--- config.mk ---
export PLATFORM = sky130hd
export DESIGN_NAME = emit_scheduler
export DESIGN_NICKNAME = d
export VERILOG_FILES = /design/src/rtl/emit_sched_pkg.sv /design/src/rtl/emit_scheduler_fifo.sv /design/src/rtl/emit_scheduler.sv
export SDC_FILE = /design/constraint.sdc
export NUM_CORES = 1
export LEC_CHECK = 0
export CAP_MARGIN = 20
export CORE_ASPECT_RATIO = 1.2
export CORE_UTILIZATION = 30
export DETAILED_ROUTE_END_ITERATION = 8
export PLACE_DENSITY_LB_ADDON = 0.2
export SLEW_MARGIN = 20
export SYNTH_ARGS = -nofsm -noshare
export SYNTH_HDL_FRONTEND = slang
export SYNTH_SLANG_ARGS = --single-unit
--- constraint.sdc ---
create_clock -name fast_clk -period 2.5 [get_ports fast_clk]
set_clock_uncertainty 0.05 [all_clocks]
set_input_delay 0.5 -clock fast_clk [delete_from_list [all_inputs] [get_ports fast_clk]]
set_output_delay 0.5 -clock fast_clk [all_outputs]
set_load 0.03 [all_outputs]
--- src/rtl/emit_sched_pkg.sv ---
// Shared definitions for the emit scheduler slice: FSM state encoding,
// default word width and the width of the optional words-sent counter.
package emit_sched_pkg;

  localparam int DEFAULT_OUTPUT_WIDTH = 16;
  localparam int STATS_WIDTH          = 16;

  typedef enum logic [1:0] {
    IDLE = 2'd0,
    HOLD = 2'd1,
    GAP  = 2'd2
  } sched_state_e;

endpackage

--- src/rtl/emit_scheduler_fifo.sv ---
// sync_fifo: single-clock word FIFO with occupancy count.
// Push is ignored when full and pop is ignored when empty. data_o always
// shows the head word; the consumer registers it on the pop edge.
module sync_fifo
  import emit_sched_pkg::*;
#(
  parameter int WIDTH = DEFAULT_OUTPUT_WIDTH,
  parameter int DEPTH = 4
) (
  input  logic                     fast_clk,
  input  logic                     reset,
  input  logic                     push_i,
  input  logic [WIDTH-1:0]         data_i,
  input  logic                     pop_i,
  output logic [WIDTH-1:0]         data_o,
  output logic                     full_o,
  output logic                     empty_o,
  output logic [$clog2(DEPTH):0]   count_o
);

  localparam int AW = $clog2(DEPTH);

  logic [WIDTH-1:0] mem_q [DEPTH];
  logic [AW-1:0]    wr_ptr_q, wr_ptr_d;
  logic [AW-1:0]    rd_ptr_q, rd_ptr_d;
  logic [AW:0]      count_q, count_d;
  logic             push_ok;
  logic             pop_ok;

  assign full_o  = (count_q == (AW+1)'(DEPTH));
  assign empty_o = (count_q == '0);
  assign push_ok = push_i && !full_o;
  assign pop_ok  = pop_i && !empty_o;
  assign data_o  = mem_q[rd_ptr_q];
  assign count_o = count_q;

  // Storage write; contents need no reset because pointers define validity.
  always_ff @(posedge fast_clk) begin
    if (push_ok) begin
      mem_q[wr_ptr_q] <= data_i;
    end
  end

  // Next pointers and occupancy; pointers wrap naturally at DEPTH.
  always_comb begin
    wr_ptr_d = wr_ptr_q;
    rd_ptr_d = rd_ptr_q;
    count_d  = count_q;
    if (push_ok) begin
      wr_ptr_d = wr_ptr_q + 1'b1;
    end
    if (pop_ok) begin
      rd_ptr_d = rd_ptr_q + 1'b1;
    end
    case ({push_ok, pop_ok})
      2'b10:   count_d = count_q + 1'b1;
      2'b01:   count_d = count_q - 1'b1;
      default: count_d = count_q;
    endcase
  end

  // Pointer and count registers with synchronous active-low clear.
  always_ff @(posedge fast_clk) begin
    if (!reset) begin
      wr_ptr_q <= '0;
      rd_ptr_q <= '0;
      count_q  <= '0;
    end else begin
      wr_ptr_q <= wr_ptr_d;
      rd_ptr_q <= rd_ptr_d;
      count_q  <= count_d;
    end
  end

endmodule

--- src/rtl/emit_scheduler.sv ---
// emit_scheduler: buffers datapath words and presents each one to the serial
// emitter with emit_ready held high for HOLD_CYCLES, followed by a low gap of
// GAP_CYCLES so the emitter's bit counter rearms.
// Optional build macro EMIT_SCHED_STATS_EN adds a saturating words_sent port.
module emit_scheduler
  import emit_sched_pkg::*;
#(
  parameter int OUTPUT_WIDTH = DEFAULT_OUTPUT_WIDTH,
  parameter int DEPTH        = 4,
  parameter int HOLD_CYCLES  = OUTPUT_WIDTH + 2,
  parameter int GAP_CYCLES   = 1
) (
  input  logic                     fast_clk,
  input  logic                     reset,
  input  logic [OUTPUT_WIDTH-1:0]  in_data,
  input  logic                     in_valid,
  output logic                     in_ready,
  output logic [OUTPUT_WIDTH-1:0]  emit_data,
  output logic                     emit_ready,
  output logic                     busy,
  output logic [$clog2(DEPTH):0]   count
`ifdef EMIT_SCHED_STATS_EN
  ,
  output logic [STATS_WIDTH-1:0]   words_sent
`endif
);

  // Counters sized to hold their terminal value.
  localparam int HW = $clog2(HOLD_CYCLES + 1);
  localparam int GW = $clog2(GAP_CYCLES + 1);
  localparam logic [HW-1:0] HOLD_LAST = HW'(HOLD_CYCLES - 1);
  localparam logic [GW-1:0] GAP_LAST  = GW'(GAP_CYCLES - 1);

  sched_state_e            state_q, state_d;
  logic [HW-1:0]           hold_cnt_q, hold_cnt_d;
  logic [GW-1:0]           gap_cnt_q, gap_cnt_d;
  logic [OUTPUT_WIDTH-1:0] emit_data_q, emit_data_d;
  logic                    emit_ready_q, emit_ready_d;

  logic [OUTPUT_WIDTH-1:0] fifo_head;
  logic                    fifo_full;
  logic                    fifo_empty;
  logic                    fifo_pop;
  logic [$clog2(DEPTH):0]  fifo_count;

  sync_fifo #(
    .WIDTH (OUTPUT_WIDTH),
    .DEPTH (DEPTH)
  ) u_fifo (
    .fast_clk (fast_clk),
    .reset    (reset),
    .push_i   (in_valid),
    .data_i   (in_data),
    .pop_i    (fifo_pop),
    .data_o   (fifo_head),
    .full_o   (fifo_full),
    .empty_o  (fifo_empty),
    .count_o  (fifo_count)
  );

  assign in_ready   = !fifo_full;
  assign emit_data  = emit_data_q;
  assign emit_ready = emit_ready_q;
  assign count      = fifo_count;
  assign busy       = (state_q != IDLE) || (fifo_count != '0);

  // Next-state logic: pop on entry to HOLD, count hold then gap cycles.
  always_comb begin
    state_d      = state_q;
    hold_cnt_d   = hold_cnt_q;
    gap_cnt_d    = gap_cnt_q;
    emit_data_d  = emit_data_q;
    emit_ready_d = emit_ready_q;
    fifo_pop     = 1'b0;
    case (state_q)
      IDLE: begin
        if (!fifo_empty) begin
          fifo_pop     = 1'b1;
          emit_data_d  = fifo_head;
          emit_ready_d = 1'b1;
          hold_cnt_d   = '0;
          state_d      = HOLD;
        end
      end
      HOLD: begin
        if (hold_cnt_q == HOLD_LAST) begin
          emit_ready_d = 1'b0;
          gap_cnt_d    = '0;
          state_d      = GAP;
        end else begin
          hold_cnt_d = hold_cnt_q + 1'b1;
        end
      end
      GAP: begin
        if (gap_cnt_q == GAP_LAST) begin
          if (!fifo_empty) begin
            // Back-to-back words skip IDLE so the period stays HOLD+GAP.
            fifo_pop     = 1'b1;
            emit_data_d  = fifo_head;
            emit_ready_d = 1'b1;
            hold_cnt_d   = '0;
            state_d      = HOLD;
          end else begin
            state_d = IDLE;
          end
        end else begin
          gap_cnt_d = gap_cnt_q + 1'b1;
        end
      end
      default: begin
        emit_ready_d = 1'b0;
        state_d      = IDLE;
      end
    endcase
  end

  // State and output registers; reset discards any word in flight.
  always_ff @(posedge fast_clk) begin
    if (!reset) begin
      state_q      <= IDLE;
      hold_cnt_q   <= '0;
      gap_cnt_q    <= '0;
      emit_data_q  <= '0;
      emit_ready_q <= 1'b0;
    end else begin
      state_q      <= state_d;
      hold_cnt_q   <= hold_cnt_d;
      gap_cnt_q    <= gap_cnt_d;
      emit_data_q  <= emit_data_d;
      emit_ready_q <= emit_ready_d;
    end
  end

`ifdef EMIT_SCHED_STATS_EN
  logic [STATS_WIDTH-1:0] words_sent_q;

  assign words_sent = words_sent_q;

  // Count completed hold windows, saturating at all-ones.
  always_ff @(posedge fast_clk) begin
    if (!reset) begin
      words_sent_q <= '0;
    end else if ((state_q == HOLD) && (state_d == GAP) && (words_sent_q != '1)) begin
      words_sent_q <= words_sent_q + 1'b1;
    end
  end
`endif

endmodule
* Yosys cells after proc, flatten, opt, wreduce, memory -nomap -nowiden
Memories as Yosys holds them, arrays and structs flattened. A register that Yosys moved wholly into a read port is not among the register bits.
Cells that the tools add are included.
** Cells by class
- Add/sub/neg operators :: 6
- Eq/ne operators :: 10
- Muxes and demuxes :: 26
- Reduce and logical (&&, ||, !) cells :: 18
** Operator list (number)
- $mux 16 :: 2
- $pmux 16 s2 :: 1
- $mux 5 :: 3
- $pmux 5 s3 :: 1
- $mux 2 :: 5
- $mux 1 :: 9
- $ne 2x2->1 const B :: 4
- $reduce_bool 2->1 :: 4
- $pmux 2 s3 :: 1
- $pmux 3 s2 :: 1
- $reduce_and 2->1 :: 3
- $reduce_and 3->1 :: 2
- $reduce_bool 3->1 :: 2
- $add 5x1->5 const B :: 1
- $eq 5x5->1 const B :: 1
- $add 2x1->2 const B :: 2
- $eq 2x1->1 const B :: 2
- $eq 2x2->1 const B :: 2
- $pmux 1 s2 :: 2
- $add 3x1->3 const B :: 1
- $eq 3x3->1 const B :: 1
- $logic_not 3->1 :: 1
- $pmux 1 s3 :: 1
- $sub 3x1->3 const B :: 1
- 5 further kinds :: 7
** Storage, ports and cells
- Register bits :: 32
- Memory bits (writable) :: 64
- Output and inout port bits :: 22
- Logic and storage cells :: 69
- Memories kept :: 1
** Memory list
- u_fifo.mem_q :: words 4, bits a word 16, read ports 1, clocked after memory_dff 1, write ports 1, RTL line emit_scheduler_fifo.sv:23 : logic [WIDTH-1:0] mem_q [DEPTH];

* Depth between registers and ports, before layout
Gate-level depths: netlist (run 1).
- Depth in word-level cells :: 7
- Gate-level depth with buffers :: 8
- Gate-level depth less buffers :: 6

* By module
From an unflattened synthesis (run 1), not the netlist that was laid out.
** Unflattened totals
- Cells, all modules :: 254
- Area total of the unflattened synthesis :: 3767.4 sq um
** Modules (own cells, without submodules)
- sync_fifo :: times used 1, cells an instance 138, area an instance 2817.7 sq um, sequential area each 2102.0 sq um
- emit_scheduler :: times used 1, cells an instance 116, area an instance 949.7 sq um, sequential area each 480.5 sq um

* Worst setup path before layout (run 1)
Ideal clock, no wire load.
- Kind :: reg2reg
- From :: register u_fifo.count_q[1], in the netlist u_fifo.count_o[1]
- To :: register u_fifo.count_q[2], in the netlist u_fifo.count_o[2]
- Setup time :: 0.075 ns
- Data arrival time :: 2.129 ns
- Slack :: 0.246 ns
- Stages on the path, launching flop included :: 8
- Period minus slack after synthesis :: 2.254 ns
- Cells stage by stage :: dfxtp_1 -> buf_6 -> nor3_2 -> buf_6 -> nor3_1 -> fa_1 -> or4_1 -> a31oi_1
** On the way
- Word-level cells in the longest chain between the ends :: 7
- Elaborated cells between the ends (all ways) :: 15
** Ends and longest elaborated chain
- from (decl) :: RTL line emit_scheduler_fifo.sv:26 : logic [AW:0] count_q, count_d;
- from (signal assigned) :: RTL line emit_scheduler_fifo.sv:71 : count_q <= count_d;
- $logic_not 3->1 :: RTL line emit_scheduler_fifo.sv:31 : assign empty_o = (count_q == '0);
- $mux 1 :: RTL line emit_scheduler.sv:77, emit_scheduler.sv:96
- $mux 1 :: RTL line emit_scheduler.sv:95 : if (gap_cnt_q == GAP_LAST) begin
- $pmux 1 s2 :: RTL line emit_scheduler.sv:75 : case (state_q)
- $logic_and 1x1->1 :: RTL line emit_scheduler_fifo.sv:33 : assign pop_ok = pop_i && !empty_o;
- $eq 2x1->1 / $eq 2x2->1 (equally long branches) :: RTL line emit_scheduler_fifo.sv:55 : case ({push_ok, pop_ok})
- $pmux 3 s2 / $reduce_bool 2->1 (equally long branches)
Several ways; a longest one is shown, not always the timed one.
A chain may end at the register's enable or synchronous reset.

* Worst setup path in the final report (run 1)
- From :: register u_fifo.count_q[1], in the netlist u_fifo.count_o[1]
- To :: output busy
** On the way
- Word-level cells in the longest chain between the ends :: 2
** Ends and longest elaborated chain
- $reduce_bool 3->1 :: RTL line emit_scheduler.sv:65 : assign busy = (state_q != IDLE) || (fifo_count != '0);
- $logic_or 1x1->1 :: RTL line emit_scheduler.sv:65
- to (decl) :: RTL line emit_scheduler.sv:20 : output logic busy,
Every way passes these cells.

==> results.sh, run 1 <==
export IMPL_status="finished, final reports clean"
export IMPL_start_util_pct=31.2
export IMPL_ys_ff_latch=97
export IMPL_drc=0
export IMPL_cp_startpoint="u_fifo.count_o[1]$_SDFFE_PN0P_"
export IMPL_post_cts_resized=1
export IMPL_cts_tree="done"
export IMPL_whs_ns=0.425
export IMPL_synthesis_nets=260
export IMPL_synth_most_common_cell="edfxtp_1"
export IMPL_power_density_mw_per_mm2=1130
export IMPL_finalHoldViolations=0
export IMPL_ys_types=45
export IMPL_postCtsHoldBufs=0
export IMPL_fmax_mhz=427
export IMPL_grt_usage_pct=11.3
export IMPL_reg2regPathDepth=5
export IMPL_dpl_cell_count=434
export IMPL_rsz0062_at_grt="no"
export IMPL_netlist_top_cells_area="edfxtp_1 (50%), dfxtp_1 (17%), mux4_2 (9.5%), a22o_1 (3.7%), ha_1 (2.0%)"
export IMPL_synth_warnings=0
export IMPL_final_core_util_pct=38.5
export IMPL_maxCapViolations=0
export IMPL_vias=2089
export IMPL_finalCritPeriodShare_pct=93.6
export IMPL_grt_first_pass_wirelength_um=11200
export IMPL_rows=44
export IMPL_worstMarginPinSlew_ns=0.433
export IMPL_grt_overflow=0
export IMPL_io_pin_count=41
export IMPL_crit_fanout=11
export IMPL_routed_via_density=4.64
export IMPL_end_kind="output pin"
export IMPL_cp_start_kind="flip-flop"
export IMPL_fin_cells=450
export IMPL_syn_avg_cell_area_um2=16.3
export IMPL_synth_area_mm2=0.00381
export IMPL_place_congestion=0.694
export IMPL_hp_class="reg -> reg"
export IMPL_layout_nets=310
export IMPL_wl_um=6990
export IMPL_maxSlewHeadroom_pct=71.1
export IMPL_synth_edf_count=64
export IMPL_critPathKind="reg -> out"
export IMPL_core_mm2=0.0122
export IMPL_dr_wl_met3_um=250
export IMPL_cts_setup_buffers=0
export IMPL_port_buffers=40
export IMPL_syn_inst=234
export IMPL_post_route_min_period_ns=2.34
export IMPL_finalSetupViolations=0
export IMPL_met2_length_um=3470
export IMPL_dr_pass1_iters=4
export IMPL_root_buffer="clkbuf_16"
export IMPL_finalMaxSlewViolations=0
export IMPL_grt_antenna_before_repair=0
export IMPL_dpl_hpwl_um=4450
export IMPL_cts_sinks=97
export IMPL_drtAntennaViolNets=0
export IMPL_cts_max_path_buffers=2
export IMPL_ys_seq_area_share_pct=67.8
export IMPL_cts_reportedPaths_clkPinSlew_ns=0.06
export IMPL_ys_flop_type="edfxtp_1"
export IMPL_timing_rr_end="u_fifo.count_o[2]$_SDFFE_PN0P_"
export IMPL_arrival_ns=1.79
export IMPL_dieArea_mm2=0.0131
export IMPL_wl_per_cell_um=15.5
export IMPL_vdd_drop_max_uv=699
export IMPL_critPathCapture="busy"
export IMPL_reg2reg_setup_slack_ns=0.41
export IMPL_synthTopCellsByCount="edfxtp_1 (64), dfxtp_1 (33), a22o_1 (16), mux4_2 (16), a21oi_1 (11)"
export IMPL_antenna_cells=0
export IMPL_async_flop_share_pct=0
export IMPL_die_h_um=125
export IMPL_drtIter0Drc=54
export IMPL_htree_num_levels=3
export IMPL_grt_pass1_vias=2103
export IMPL_drive_gt1_share_pct=18.3
export IMPL_clock_latency_ns=0.33
export IMPL_synthToLayoutAreaGrowth_pct=23.6
export IMPL_p_leak_nw=1.59
export IMPL_r2r_start="u_fifo.count_o[1]$_SDFFE_PN0P_"
export IMPL_cts_buffers=9
export IMPL_die_x_um=105
export IMPL_routed_top_layer="met4"
export IMPL_yosysTopAreaCellShare_pct=50.5
export IMPL_setup_tns_ns=0
export IMPL_cp_required_ns=1.95
export IMPL_grt_max_degree=18
export IMPL_yosysTopAreaCell="edfxtp_1"
export IMPL_wirelength_met1_um=3140
-- metrics by stage --
| stage | total power, mW | area (µm²) | setup slack, ns |
|---|---|---|---|
| finish | 5.31 | 4710 | 0.159 |
| CTS | 5.40 | 4710 | 0.142 |
| floorplan | 3.39 | 3810 | 0.246 |
| detailed placement | 4.00 | 4400 | 0.0854 |
| global route | 5.59 | 4710 | 0.0758 |
| global placement | 3.97 | 4400 | 0.118 |
-- per-layer routing --
metal / vias to the layer above / global-route usage, %
met5: - / 0
met4: 0 / 5.97
met3: 10 / 2.50
met2: 39 / 18.6
met1: 1021 / 14.0
li1: 1019 / -
-- area by class of cell --
| class | instances | area, µm² |
|---|---|---|
| Fill cell | 1192 | 7510 |
| Sequential cell | 97 | 2580 |
| Multi-Input combinational cell | 115 | 1090 |
| Timing Repair Buffer | 53 | 497 |
| Clock buffer | 11 | 253 |
| Tap cell | 161 | 201 |
| Clock inverter | 5 | 53.8 |
| Inverter | 8 | 30.0 |
-- logic make-up (layout without fill, tap and decap cells) --
| family | Yosys count | count (layout) | share of synthesized area, % |
|---|---|---|---|
| buffers and inverters | 22 | 77 | 3.55 |
| flip-flops | 97 | 97 | 67.8 |
| AO/OA/AOI/OAI | 52 | 52 | 9.86 |
| XOR/XNOR | 2 | 2 | 0.460 |
| multiplexers | 16 | 16 | 9.46 |
| AND/OR/NAND/NOR | 38 | 38 | 6.34 |
| adder cells (fa/ha/maj) | 7 | 7 | 2.50 |
-- registers in the layout, summed over array words and instances, names as in the netlist, named ones only --
| register | count |
|---|---|
| emit_data | 16 |
| emit_ready | 1 |
| hold_cnt_q | 5 |
| state_q | 2 |
| u_fifo.count_o | 3 |
| u_fifo.mem_q | 64 |
| u_fifo.rd_ptr_q | 2 |
| u_fifo.wr_ptr_q | 2 |
-- worst min-delay path by stage --
| stage | from | endpoint | slack [ns] | cells past startpoint |
|---|---|---|---|---|
| 2_1_floorplan | hold_cnt_q[4]$_SDFFE_PN0P_ | hold_cnt_q[4]$_SDFFE_PN0P_ | 0.40 | 2 |
| 3_3_place_gp | emit_data[12]$_SDFFE_PN0P_ | emit_data[12]$_SDFFE_PN0P_ | 0.41 | 1 |
| 3_5_place_dp | emit_data[14]$_SDFFE_PN0P_ | emit_data[14]$_SDFFE_PN0P_ | 0.41 | 1 |
| 4_1_cts | emit_data[9]$_SDFFE_PN0P_ | emit_data[9]$_SDFFE_PN0P_ | 0.43 | 1 |
| 5_1_grt | emit_data[9]$_SDFFE_PN0P_ | emit_data[9]$_SDFFE_PN0P_ | 0.45 | 1 |
| 6_report | emit_data[12]$_SDFFE_PN0P_ | emit_data[12]$_SDFFE_PN0P_ | 0.43 | 1 |
-- where the power goes --
group          internal (mW)  switching (mW)  total, mW
combinational          0.781           0.928       1.71
sequential              2.01           0.201       2.21
clock                  0.826           0.565       1.39
total                   3.62            1.69       5.31
-- worst max-delay path, stage by stage, from the launching register on --
cell and delay, ns:
dfxtp_1 0.58, nor3_2 0.12, nand2_1 0.09, clkdlybuf4s50_1 0.66
-- cell usage in the layout, fill, tap and decap left out, types with 2 or more instances in the layout --
cell type,Yosys,final
dfxtp_1,33,33
mux4_2,16,16
o21ai_0,9,9
inv_1,7,7
clkbuf_16,0,9
a21oi_1,11,11
edfxtp_1,64,64
a22o_1,16,16
or3_1,5,5
nand3b_1,5,5
nand3_1,3,3
ha_1,6,6
nand2b_1,2,2
o21a_1,2,2
buf_4,1,13
and3_1,5,5
clkinv_2,0,3
nor3_2,2,2
o21bai_1,2,2
or4_1,2,2
nor2_1,3,3
clkbuf_8,0,2
nand2_1,5,5
clkdlybuf4s50_1,0,39
a31oi_1,2,2
Note: power is estimated with default switching activity, not from simulation.
==> inputs of run 2 (changes only) <==
Clock period 2.5 ns to 2.3 ns, I/O delays scaled along.
==> run 2 against run 1 <==
Effect of this change: register-to-register slack worse by 0.09 ns; largest power group unchanged; global-route usage grew 0.32 points; critical path type unchanged; highest routed layer unchanged; design area is 2.2% higher; core utilization grew 0.84 points; largest cell class unchanged.
==> results.sh, run 2 (same netlist as run 1, synthesis figures left out) <==
export IMPL_final_cell_mix="edfxtp_1 (64), clkdlybuf4s50_1 (38), dfxtp_1 (33)"
export IMPL_switching_share_pct=31.3
export IMPL_finalHoldViolations=0
export IMPL_layout_nets=314
export IMPL_post_route_min_period_ns=2.14
export IMPL_status="finished, final reports clean"
export IMPL_drc=0
export IMPL_fin_cells=454
export IMPL_synthToLayoutAreaGrowth_pct=26.3
export IMPL_internal_power_mw=4.06
export IMPL_power_density_mw_per_mm2=1230
export IMPL_final_common_cell="edfxtp_1"
export IMPL_antenna_cells=0
export IMPL_largest_reg_flops=64
export IMPL_drtAntennaViolNets=0
export IMPL_worstMarginPinSlew_ns=0.438
export IMPL_root_buffer="clkbuf_16"
export IMPL_fill_cells=1182
export IMPL_io_pin_count=41
export IMPL_pre_cts_slack_ns=-0.0235
export IMPL_rows=44
export IMPL_htree_num_levels=3
export IMPL_top_register="u_fifo.mem_q"
export IMPL_final_core_util_pct=39.4
export IMPL_maxSlewHeadroom_pct=70.8
export IMPL_setup_ws_ns=0.162
export IMPL_fmax_mhz=468
export IMPL_vias=2158
export IMPL_finalSetupViolations=0
export IMPL_seq_power_share_pct=40.1
export IMPL_cp_start_kind="flip-flop"
export IMPL_drtIter0Drc=132
export IMPL_pwr_share_clk_pct=26.4
export IMPL_dr_pass1_iters=6
export IMPL_p_total_mw=5.91
export IMPL_finalCritPeriodShare_pct=93.0
export IMPL_end_kind="output pin"
export IMPL_grt_pass1_vias=2179
export IMPL_die_h_um=125
export IMPL_rsz0062_at_grt="no"
export IMPL_dpl_cell_count=438
export IMPL_place_congestion=0.697
export IMPL_power_switching_mw=1.85
export IMPL_core_mm2=0.0122
export IMPL_postPlaceCellArea_mm2=0.00449
export IMPL_cts_sinks=97
export IMPL_critPathKind="reg -> out"
export IMPL_drive_gt1_share_pct=18.4
export IMPL_p_leak_nw=1.63
export IMPL_grt_overflow=0
export IMPL_routed_via_density=4.75
export IMPL_postLayoutCellArea_mm2=0.00481
export IMPL_dieArea_mm2=0.0131
export IMPL_cts_reportedPaths_clkPinSlew_ns=0.06
export IMPL_wl_per_cell_um=15.5
export IMPL_start_util_pct=31.2
export IMPL_wl_um=7050
export IMPL_clock_latency_ns=0.33
export IMPL_dpl_hpwl_um=4510
export IMPL_maxCapViolations=0
export IMPL_port_buffers=40
export IMPL_grt_antenna_before_repair=0
export IMPL_die_x_um=105
export IMPL_cts_tree="done"
export IMPL_finalMaxSlewViolations=0
export IMPL_grt_max_degree=18
export IMPL_vdd_drop_max_uv=499
export IMPL_grt_usage_pct=11.7
export IMPL_cts_buffers=9
export IMPL_arrival_ns=1.63
export IMPL_crit_fanout=7
export IMPL_cp_required_ns=1.79
export IMPL_reg2reg_setup_slack_ns=0.32
export IMPL_cts_max_path_buffers=2
export IMPL_grt_first_pass_wirelength_um=11500
export IMPL_hp_class="reg -> reg"
export IMPL_pwr_share_comb_pct=33.5
-- run 2: area by class of cell --
class                   count  area [µm²]  share of cell area (%)
multi-input cells         115        1090                    22.7
well taps                 161         201                    4.19
clock buffers              12         236                    4.92
clock inverters             4        77.6                    1.61
inverters                   8        30.0                   0.624
repair buffers             57         592                    12.3
flip-flops and latches     97        2580                    53.7
-- run 2: path summary, 6_finish.rpt --
check / startpoint / to / cells past startpoint
worst max-delay path: u_fifo.count_o[1]$_SDFFE_PN0P_ / in_ready / 3
worst min-delay path: emit_data[9]$_SDFFE_PN0P_ / emit_data[9]$_SDFFE_PN0P_ / 1
worst max register to register: u_fifo.count_o[0]$_SDFFE_PN0P_ / u_fifo.count_o[2]$_SDFFE_PN0P_ / 6
worst min register to register: emit_data[9]$_SDFFE_PN0P_ / emit_data[9]$_SDFFE_PN0P_ / 1
-- run 2: per-layer routing --
layer  track usage, %  share of wire (%)  vias up
li1                 -                  -     1031
met1             13.7                 42     1072
met2             19.8                 51       45
met3             2.66                4.7       10
met4             6.21                1.9        0
met5                0                  0        -
-- run 2: power by group through the flow --
| stage | Sequential (mW) | Clock, mW | Combinational [mW] |
|---|---|---|---|
| final | 2.37 | 1.56 | 1.98 |
| after global routing | 2.41 | 1.67 | 2.12 |
| after CTS | 2.38 | 1.61 | 2.02 |
| after detailed placement | 2.41 | 0 | 2.02 |
| after global placement | 2.40 | 0 | 2.00 |
| after floorplan | 2.69 | 0 | 0.995 |
-- run 2: worst max-delay path, stage by stage, from the launching register on --
cell and delay [ns]:
dfxtp_1 0.39, nor3b_1 0.34, inv_1 0.17, dlygate4sd2_1 0.39
-- run 2: per-stage QoR --
stage / setup TNS (ns) / hold WS (ns)
2_1_floorplan: 0 / 0.404
3_3_place_gp: -0.000508 / 0.411
3_5_place_dp: -0.0235 / 0.411
4_1_cts: 0 / 0.433
5_1_grt: 0 / 0.446
6_report: 0 / 0.427
-- run 2: timing repair --
action / in CTS / in global routing
gates resized for setup: 1 / 1
endpoints found under the hold margin: 0 / 0
buffers inserted: 0 / 0
hold buffers: 0 / 0
endpoints found under the setup margin: 1 / 1
==> inputs of run 3 (changes only) <==
Settings changed: CELL_PAD_IN_SITES_DETAIL_PLACEMENT set to 1, CELL_PAD_IN_SITES_GLOBAL_PLACEMENT set to 1, CORE_UTILIZATION 30 to 47.
==> run 3 against run 2 <==
Effect of this change: the run now ends with DRC left; count of clock-buffer cells in the layout is 3 lower; clock power is 39% lower; core utilization is 20 points higher; first-iteration DRC count is 3.8% lower; die area is 36% lower; sequential power hardly changed; critical path depth stayed put; design area is 4.4% lower; fmax is 2.5% lower.
==> results.sh, run 3 (same netlist as run 1, synthesis figures left out) <==
export IMPL_pwr_share_clk_pct=17.8
export IMPL_cts_reportedPaths_clkPinSlew_ns=0.09
export IMPL_pre_cts_slack_ns=-0.0150
export IMPL_grt_usage_pct=19.0
export IMPL_power_switching_mw=1.85
export IMPL_internal_power_mw=3.52
export IMPL_die_h_um=101
export IMPL_fmax_mhz=456
export IMPL_violations="DRC"
export IMPL_htree_num_levels=3
export IMPL_port_buffers=40
export IMPL_arrival_ns=1.68
export IMPL_status="finished with violations"
export IMPL_drc=8
export IMPL_whs_ns=0.433
export IMPL_wl_per_cell_um=18.5
export IMPL_vias=2169
export IMPL_clock_latency_ns=0.36
export IMPL_final_common_cell="edfxtp_1"
export IMPL_finalMaxSlewViolations=0
export IMPL_r2r_start="u_fifo.count_o[0]$_SDFFE_PN0P_"
export IMPL_postCtsHoldBufs=0
export IMPL_seq_power_share_pct=44.8
export IMPL_reg2reg_setup_slack_ns=0.30
export IMPL_grt_pass1_vias=2392
export IMPL_maxCapViolations=0
export IMPL_end_kind="output pin"
export IMPL_grt_overflow=0
export IMPL_power_density_mw_per_mm2=1170
export IMPL_cts_max_path_buffers=2
export IMPL_cts_sinks=97
export IMPL_routed_via_density=5.62
export IMPL_dpl_hpwl_um=4870
export IMPL_io_pin_count=41
export IMPL_finalCritPeriodShare_pct=95.4
export IMPL_final_cell_mix="edfxtp_1 (64), clkdlybuf4s50_1 (39), dfxtp_1 (32)"
export IMPL_hold_start="emit_data[5]$_SDFFE_PN0P_"
export IMPL_cts_tree="done"
export IMPL_crit_fanout=7
export IMPL_layout_nets=316
export IMPL_top_register="u_fifo.mem_q"
export IMPL_wl_um=7160
export IMPL_grt_max_degree=18
export IMPL_grt_first_pass_wirelength_um=11900
export IMPL_place_congestion=0.752
export IMPL_core_mm2=0.00775
export IMPL_antenna_cells=0
export IMPL_finalHoldViolations=0
export IMPL_setup_ws_ns=0.106
export IMPL_vdd_drop_max_uv=848
export IMPL_post_route_min_period_ns=2.19
export IMPL_finalSetupViolations=0
export IMPL_timing_rr_end="u_fifo.count_o[2]$_SDFFE_PN0P_"
export IMPL_hp_class="reg -> reg"
export IMPL_pwr_share_comb_pct=37.4
export IMPL_dr_pass1_iters=6
export IMPL_grt_antenna_before_repair=0
export IMPL_hold_end="emit_data[5]$_SDFFE_PN0P_"
export IMPL_drtAntennaViolNets=0
export IMPL_synthToLayoutAreaGrowth_pct=20.7
export IMPL_maxSlewHeadroom_pct=66.1
export IMPL_cts_buffers=9
export IMPL_rsz0062_at_grt="no"
export IMPL_critPathKind="reg -> out"
export IMPL_cts_setup_buffers=0
export IMPL_root_buffer="clkbuf_8"
export IMPL_worstMarginPinSlew_ns=0.508
export IMPL_rows=35
export IMPL_whs_path_depth=1
export IMPL_drtIter0Drc=127
export IMPL_cp_start_kind="flip-flop"
export IMPL_die_x_um=84.2
export IMPL_p_leak_nw=1.56
export IMPL_switching_share_pct=34.4
export IMPL_cp_required_ns=1.79
export IMPL_dieArea_mm2=0.00847
export IMPL_largest_reg_flops=64
export IMPL_drive_gt1_share_pct=20.1
export IMPL_reg2regPathDepth=6
export IMPL_start_util_pct=49.1
## run 3: critical path: stages, from the launching register on
cell and delay (ns):
dfxtp_2 0.38, nor3_2 0.27, nand2_1 0.09, clkdlybuf4s50_1 0.60
## run 3: layer usage
| metal | vias up | wire (µm) | track usage, % |
|---|---|---|---|
| met3 | 9 | 252 | 3.77 |
| met2 | 43 | 3900 | 35.5 |
| met4 | 0 | 109 | 8.22 |
| li1 | 1032 | - | - |
| met5 | - | 0 | 0 |
| met1 | 1085 | 2900 | 21.0 |
## run 3: how the worst max path moves through the flow
stage	cells past startpoint	from	slack, ns	to
floorplan	7	u_fifo.count_o[1]$_SDFFE_PN0P_	0.05	u_fifo.count_o[2]$_SDFFE_PN0P_
global placement	6	in_valid	0.02	u_fifo.count_o[2]$_SDFFE_PN0P_
detailed placement	7	in_valid	-0.02	u_fifo.count_o[2]$_SDFFE_PN0P_
CTS	3	u_fifo.count_o[1]$_SDFFE_PN0P_	0.01	busy
global route	3	u_fifo.count_o[1]$_SDFFE_PN0P_	0.05	busy
finish	3	u_fifo.count_o[1]$_SDFFE_PN0P_	0.11	busy
## run 3: repair_timing
action                     in CTS  in global routing
pin swaps                       0                  0
setup endpoints to repair       1                  2
cloned                          0                  0
resized for setup               2                  1
## run 3: power groups by stage
stage | clock [mW] | sequential [mW] | combinational, mW
CTS | 0.995 | 2.41 | 2.03
global route | 1.04 | 2.45 | 2.18
finish | 0.954 | 2.40 | 2.01
global placement | 0 | 2.43 | 1.96
detailed placement | 0 | 2.44 | 2.03
floorplan | 0 | 2.69 | 0.995
## run 3: metrics by stage
step	setup TNS (ns)	total power, mW	cell area [µm²]	util [%]	std cells
finish	0	5.36	4600	59.3	386
global route	0	5.67	4600	59.3	386
CTS	0	5.44	4590	59.3	386
detailed placement	-0.0150	4.47	4420	57.1	371
global placement	0	4.39	4420	57.1	371
floorplan	0	3.69	3810	-	234
## run 3: cell type report
| type | instances | area (µm²) |
|---|---|---|
| Clock buffer | 9 | 124 |
| Clock inverter | 6 | 43.8 |
| Fill cell | 733 | 3160 |
| Inverter | 8 | 30.0 |
| Multi-Input combinational cell | 115 | 1090 |
| Sequential cell | 97 | 2580 |
| Tap cell | 92 | 115 |
| Timing Repair Buffer | 59 | 604 |
